<file path="src/rtl/u_p.sv">
// 8-bit accumulator microprocessor with a 32x8 unified RAM and a fetch/decode/execute FSM.
// Init loads a built-in "read two operands, output their sum, halt" program.
module u_p #(
  parameter int DATA_W   = 8,
  parameter int ADDR_W   = 5,
  parameter int SUM_ADDR = 30
) (
  input  logic              CLOCK,
  input  logic              RESET,
  input  logic              Enter,
  input  logic              Init,
  input  logic [DATA_W-1:0] Input,
  output logic              Halt,
  output logic [DATA_W-1:0] Output,
  output logic [10:0]       CtrlSignals,
  output logic [2:0]        Ins,
  // Debug/back-door access: RAM preload/readback and visible PC and FSM state
  input  logic              dbg_wr_i,
  input  logic [ADDR_W-1:0] dbg_addr_i,
  input  logic [DATA_W-1:0] dbg_wdata_i,
  output logic [DATA_W-1:0] dbg_rdata_o,
  output logic [ADDR_W-1:0] pc_o,
  output logic [2:0]        state_o
);

  localparam int MEM_WORDS = 1 << ADDR_W;
  localparam logic [ADDR_W-1:0] SUM_A = ADDR_W'(SUM_ADDR);
  localparam logic [ADDR_W-1:0] ZERO_A = '0;

  localparam logic [2:0] OP_LOAD  = 3'b000;
  localparam logic [2:0] OP_STORE = 3'b001;
  localparam logic [2:0] OP_ADD   = 3'b010;
  localparam logic [2:0] OP_SUB   = 3'b011;
  localparam logic [2:0] OP_IN    = 3'b100;
  localparam logic [2:0] OP_JZ    = 3'b101;
  localparam logic [2:0] OP_JPOS  = 3'b110;
  localparam logic [2:0] OP_HALT  = 3'b111;

  typedef enum logic [2:0] {
    ST_FETCH   = 3'd0,
    ST_DECODE  = 3'd1,
    ST_EXECUTE = 3'd2,
    ST_INWAIT  = 3'd3,
    ST_HALT    = 3'd4
  } state_t;

  state_t            state_q, state_d;
  logic [ADDR_W-1:0] pc_q, pc_d;
  logic [DATA_W-1:0] ir_q, ir_d;
  logic [DATA_W-1:0] a_q, a_d;
  logic [DATA_W-1:0] mem_q [MEM_WORDS];
  logic [DATA_W-1:0] mem_d [MEM_WORDS];

  logic              ir_load, jmp_mux, pc_load, meminst, mem_wr;
  logic [1:0]        asel;
  logic              a_load, sub, outen, halt;
  logic [2:0]        opcode;
  logic [ADDR_W-1:0] operand;
  logic [ADDR_W-1:0] mem_addr;
  logic [DATA_W-1:0] mem_rdata;
  logic              a_zero;

  assign opcode    = ir_q[DATA_W-1 -: 3];
  assign operand   = ir_q[ADDR_W-1:0];
  assign a_zero    = (a_q == '0);
  assign mem_addr  = meminst ? operand : pc_q;
  assign mem_rdata = mem_q[mem_addr];

  // Control decode; everything is forced idle while RESET or Init is active,
  // which also suppresses any RAM write of an instruction being aborted.
  always_comb begin
    state_d = state_q;
    ir_load = 1'b0;
    jmp_mux = 1'b0;
    pc_load = 1'b0;
    meminst = 1'b0;
    mem_wr  = 1'b0;
    asel    = 2'b00;
    a_load  = 1'b0;
    sub     = 1'b0;
    outen   = 1'b0;
    halt    = 1'b0;
    if (!RESET && !Init) begin
      case (state_q)
        ST_FETCH: begin
          ir_load = 1'b1;
          pc_load = 1'b1;
          state_d = ST_DECODE;
        end
        ST_DECODE: begin
          meminst = 1'b1;
          state_d = ST_EXECUTE;
        end
        ST_EXECUTE: begin
          state_d = ST_FETCH;
          case (opcode)
            OP_LOAD: begin
              meminst = 1'b1;
              asel    = 2'b10;
              a_load  = 1'b1;
            end
            OP_STORE: begin
              meminst = 1'b1;
              mem_wr  = 1'b1;
            end
            OP_ADD: begin
              meminst = 1'b1;
              a_load  = 1'b1;
            end
            OP_SUB: begin
              meminst = 1'b1;
              a_load  = 1'b1;
              sub     = 1'b1;
            end
            OP_IN: begin
              if (Enter) begin
                asel    = 2'b01;
                a_load  = 1'b1;
                state_d = ST_INWAIT;
              end else begin
                state_d = ST_EXECUTE;
              end
            end
            OP_JZ: begin
              if (a_zero) begin
                jmp_mux = 1'b1;
                pc_load = 1'b1;
              end
            end
            OP_JPOS: begin
              if (!a_q[DATA_W-1] && !a_zero) begin
                jmp_mux = 1'b1;
                pc_load = 1'b1;
              end
            end
            OP_HALT: state_d = ST_HALT;
            default: state_d = ST_FETCH;
          endcase
        end
        // Holding here until Enter drops makes one Enter pulse feed exactly one IN.
        ST_INWAIT: begin
          if (!Enter) state_d = ST_FETCH;
        end
        ST_HALT: begin
          halt    = 1'b1;
          outen   = 1'b1;
          state_d = ST_HALT;
        end
        default: state_d = ST_FETCH;
      endcase
    end
  end

  always_comb begin
    pc_d = pc_q;
    if (pc_load) pc_d = jmp_mux ? operand : pc_q + 1'b1;
    ir_d = ir_load ? mem_rdata : ir_q;
    a_d  = a_q;
    if (a_load) begin
      case (asel)
        2'b00:   a_d = sub ? a_q - mem_rdata : a_q + mem_rdata;
        2'b01:   a_d = Input;
        2'b10:   a_d = mem_rdata;
        default: a_d = a_q;
      endcase
    end
  end

  always_ff @(posedge CLOCK or posedge RESET) begin
    if (RESET) begin
      state_q <= ST_FETCH;
      pc_q    <= '0;
      ir_q    <= '0;
      a_q     <= '0;
    end else if (Init) begin
      state_q <= ST_FETCH;
      pc_q    <= '0;
      ir_q    <= '0;
      a_q     <= '0;
    end else begin
      state_q <= state_d;
      pc_q    <= pc_d;
      ir_q    <= ir_d;
      a_q     <= a_d;
    end
  end

  // RAM has no reset: its contents survive RESET and change only via Init or writes.
  always_comb begin
    mem_d = mem_q;
    if (Init) begin
      for (int i = 0; i < MEM_WORDS; i++) mem_d[i] = '0;
      mem_d[0] = {OP_IN,    ZERO_A};
      mem_d[1] = {OP_STORE, SUM_A};
      mem_d[2] = {OP_IN,    ZERO_A};
      mem_d[3] = {OP_ADD,   SUM_A};
      mem_d[4] = {OP_HALT,  ZERO_A};
    end else begin
      if (mem_wr)   mem_d[mem_addr]   = a_q;
      if (dbg_wr_i) mem_d[dbg_addr_i] = dbg_wdata_i;
    end
  end

  always_ff @(posedge CLOCK) begin
    mem_q <= mem_d;
  end

  assign CtrlSignals = {ir_load, jmp_mux, pc_load, meminst, mem_wr, asel, a_load, sub, outen, halt};
  assign Halt        = halt;
  assign Output      = a_q;
  assign Ins         = opcode;
  assign dbg_rdata_o = mem_q[dbg_addr_i];
  assign pc_o        = pc_q;
  assign state_o     = state_q;

endmodule

</file>
<file path="config.mk">
export PLATFORM = sky130hd
export DESIGN_NAME = u_p
export DESIGN_NICKNAME = d
export VERILOG_FILES = /design/src/rtl/u_p.sv
export SDC_FILE = /design/constraint.sdc
export NUM_CORES = 1
export LEC_CHECK = 0
export BUFFER_PORTS_ARGS = -buffer_cell sky130_fd_sc_hd__buf_4
export CAP_MARGIN = 40
export CELL_PAD_IN_SITES_DETAIL_PLACEMENT = 0
export CELL_PAD_IN_SITES_GLOBAL_PLACEMENT = 2
export CORE_MARGIN = 8
export CORE_UTILIZATION = 40
export DETAILED_ROUTE_END_ITERATION = 16
export PLACE_DENSITY_LB_ADDON = 0.1
export REMOVE_ABC_BUFFERS = 1
export SLEW_MARGIN = 20
export SYNTH_ARGS = -nofsm -noshare
export SYNTH_HDL_FRONTEND = slang
export SYNTH_SLANG_ARGS = --single-unit
export TNS_END_PERCENT = 100
</file>
<file path="constraint.sdc">
create_clock -name CLOCK -period 9.2 [get_ports CLOCK]
set_clock_uncertainty 0.15 [all_clocks]
set_input_delay 0.46 -clock CLOCK [delete_from_list [all_inputs] [get_ports CLOCK]]
set_output_delay 0.46 -clock CLOCK [all_outputs]
set_load 0.01 [all_outputs]
</file>
==> impl_metrics.py <==
metrics = {
    "placed_design": {
        "postPlaceCellArea_sq_um": 19400,
        "place_congestion": 0.959,
        "port_buffers": 64,
        "dp_hpwl_mm": 59.5,
        "dpl.cell_count": 2699,
    },
    "cells_and_area": {
        "final_cells": 2759,
        "fin_area_sq_um": 20500,
        "drive_gt1_share_pct": 14.2,
        "area_growth_syn_to_layout_pct": 10.3,
        "nets": 2170,
        "fill_cells": 4607,
    },
    "job": {
        "drv_cap": 0,
    },
    "floorplanning": {
        "ioPinCount": 65,
        "die_y_um": 232,
        "row_count": 79,
        "core-area_sq_um": 46200,
        "die_w_um": 232,
        "die_area_sq_um": 53600,
        "initial_utilization_pct": 40.2,
    },
    "sta": {
        "fin_crit_ns": 6.70,
        "finalHoldViolCount": 0,
        "rsz0062_at_grt": "no",
        "slew_headroom_pct": 38.9,
        "timing.final.crit_share_pct": 72.8,
        "tightestPinTransition_ns": 0.914,
        "maxSlewViolCount": 0,
        "fmax_mhz": 149,
        "setup_viol": 0,
    },
    "setup_path": {
        "startpoint_type": "register",
        "end_kind": "register",
        "path_class": "register to register",
        "worst-path-max-fanout": 37,
        "r2r-start": "state_o[0]$_DFFE_PP0P_",
        "critPathArrivalTime_ns": 7.02,
        "reg2reg_depth": 21,
        "rr_endpoint": "Output[7]$_DFFE_PP0P_",
        "critPathLaunch": "state_o[0]$_DFFE_PP0P_",
        "regToRegSetupSlack_ns": 2.50,
        "required_ns": 9.52,
        "cp-endpoint": "Output[7]$_DFFE_PP0P_",
    },
    "routing": {
        "ant_nets": 0,
        "firstDrtPassIters": 6,
        "num_vias": 18300,
        "drt-wirelength-per-cell_um": 32.1,
        "via_per_inst": 6.65,
        "wl_mm": 88.6,
        "drt_iter0_drc": 2264,
        "drc": 0,
    },
    "synth": {
        "yosysSeqAreaShare_pct": 30.8,
        "ys_types": 78,
        "synth_flop_cell": "dfxtp_1",
        "ys_warn_count": 0,
        "netlist_area_sq_um": 18600,
        "yosys.area.top_type": "dfxtp_1",
        "synth-seq-cells": 280,
        "synth-edff-count": 0,
        "synthTopCellsByArea": "dfxtp_1 (28%), mux2i_1 (13%), a211oi_1 (11%)",
        "syn-instance-count": 2207,
        "async_reset_ff_share_pct": 8.57,
        "avgSynthCellArea_sq_um": 8.42,
        "synth_top_area_share_pct": 27.6,
    },
    "global_route": {
        "grtUsageTotal_pct": 32.0,
        "grt_start_max_net_pins": 75,
        "overflow": 0,
        "antenna_found_initial": 3,
        "grt_pass1_vias": 17000,
        "grt_first_pass_wirelength_mm": 126,
    },
    "clocking": {
        "clk_pin_slew_ns": 0.06,
        "numCtsBuffers": 36,
        "cts.sinks": 280,
        "postCtsResizedCells": 0,
        "cts_tree": "done",
        "ctsLongestPathBuffers": 3,
        "ctsHtreeMaxLevel": 2,
        "clockRootBuffer": "clkbuf_16",
        "insertion_delay_ns": 0.56,
    },
    "pwr": {
        "leakagePower_nw": 7.34,
        "ir_drop_mv": 0.156,
        "cellPowerDensity_nw_per_um2": 157,
    },
    "hold_path": {
        "min-delay-path-class": "input port to register",
        "hold_depth": 3,
    },
    "run_status": {
        "outcome": "finished clean",
    },
}
-- placed cells by master, fill, tap and decap left out, drive strengths merged, types with 38 or more instances in the layout --
cell	n
a22oi	38
nor2	354
dfxtp	256
a211oi	265
o21ai	94
a21oi	135
buf	121
clkbuf	53
mux2i	245
nand3	68
nand2	98
mux4	64
-- worst max-delay path: stages (launching register included) --
cell,delay [ns]
dfrtp_1,0.52
nor2b_1,0.71
o21ai_4,0.10
buf_4,0.33
a31oi_1,0.75
a21oi_1,0.21
nor4_1,0.64
nand4_1,0.45
inv_1,0.22
ha_1,0.25
o21a_1,0.23
inv_1,0.07
ha_1,0.22
a21oi_1,0.15
o21ai_0,0.11
and2_1,0.18
o21ai_0,0.23
a21oi_1,0.13
xnor2_1,0.16
xnor2_1,0.26
mux2_2,0.38
o31ai_2,0.16
-- cell type report --
type	count	area [sq um]	area share (%)
multi-input combinational	1662	11800	57.5
clock inverter	5	51.3	0.250
inverter	27	101	0.495
sequential	280	5730	28.0
clock buffer	53	1040	5.06
antenna	1	2.50	0.0122
tap	607	759	3.71
timing repair buffer	124	1020	4.98
-- where the power goes --
part | total [W] | leakage [nW] | internal [W] | switching (W)
Sequential | 0.00127 | 2.39 | 0.00123 | 0.0000396
Combinational | 0.000577 | 4.42 | 0.000185 | 0.000392
Clock | 0.00137 | 0.529 | 0.000801 | 0.000566
Total | 0.00322 | 7.34 | 0.00222 | 0.000997
-- cells by family after synthesis --
| logic type | Yosys count | share of synthesized area (%) |
|---|---|---|
| flops | 280 | 30.8 |
| simple gates | 697 | 17.6 |
| mux | 321 | 21.9 |
| fa+ha+maj | 13 | 0.916 |
| xor+xnor | 12 | 0.566 |
| compound gates | 619 | 22.2 |
| buf+inv | 265 | 6.05 |
-- synth_stat cells (13+ instances only) --
cell      number
nand2_1       98
and3_1        24
nor3_1        16
a22oi_1       38
dfxtp_1      256
buf_4         13
a211oi_1     265
mux2i_1      239
mux4_2        64
nor2_2        13
nand4_1       15
inv_1         23
buf_1         23
or2_2         18
nor2_1       340
nand3b_1      15
or3_1         13
clkbuf_1     173
buf_2         22
o21ai_0       91
dfrtp_1       24
nor4_1        20
a21oi_1      135
o31ai_1       19
nand3_1       68
-- sequential cells by signal (all words and copies together) (netlist names) --
signal and count:
ir_q 8, mem_q 256, Output 8, state_o 3
pc_o 5
-- worst min path at each step --
stage / startpoint / end / slack [ns]
2_1_floorplan: RESET / Output[0]$_DFFE_PP0P_ / 0.33
3_3_place_gp: mem_q[192]$_SDFF_PP0_ / mem_q[192]$_SDFF_PP0_ / 0.40
3_5_place_dp: mem_q[58]$_SDFF_PP0_ / mem_q[58]$_SDFF_PP0_ / 0.41
4_1_cts: Input[0] / Output[0]$_DFFE_PP0P_ / 0.12
5_1_grt: Input[0] / Output[0]$_DFFE_PP0P_ / 0.17
6_report: Input[0] / Output[0]$_DFFE_PP0P_ / 0.14
-- metrics by stage --
| stage | hold WS [ns] | power (W) | setup TNS [ns] | setup slack (ns) | utilization [%] |
|---|---|---|---|---|---|
| 6_report | 0.142 | 0.00322 | 0 | 2.50 | 44.4 |
| 5_1_grt | 0.166 | 0.00331 | 0 | 2.27 | 44.4 |
| 4_1_cts | 0.124 | 0.00322 | 0 | 2.76 | 44.4 |
| 3_5_place_dp | 0.408 | 0.00186 | 0 | 2.77 | 42.0 |
| 3_3_place_gp | 0.396 | 0.00185 | 0 | 2.58 | 41.5 |
| 2_1_floorplan | 0.333 | 0.00159 | -0.491 | -0.491 | - |
-- metal layers --
layer	track usage (%)	wire, um	up-vias	part of all wire [%]
met5	0	14	-	0.016
met4	14.3	4410	2	5.0
met3	7.78	8760	213	9.9
met2	48.5	38900	1027	44
met1	42.8	36500	9045	41
li1	-	-	8055	-
-- repair_timing --
action / CTS / global route
hold buffers: 1 / 0
buffers inserted: 0 / 0
endpoints found under the hold margin: 10 / 0
Note: power is estimated with default switching activity, not from simulation.
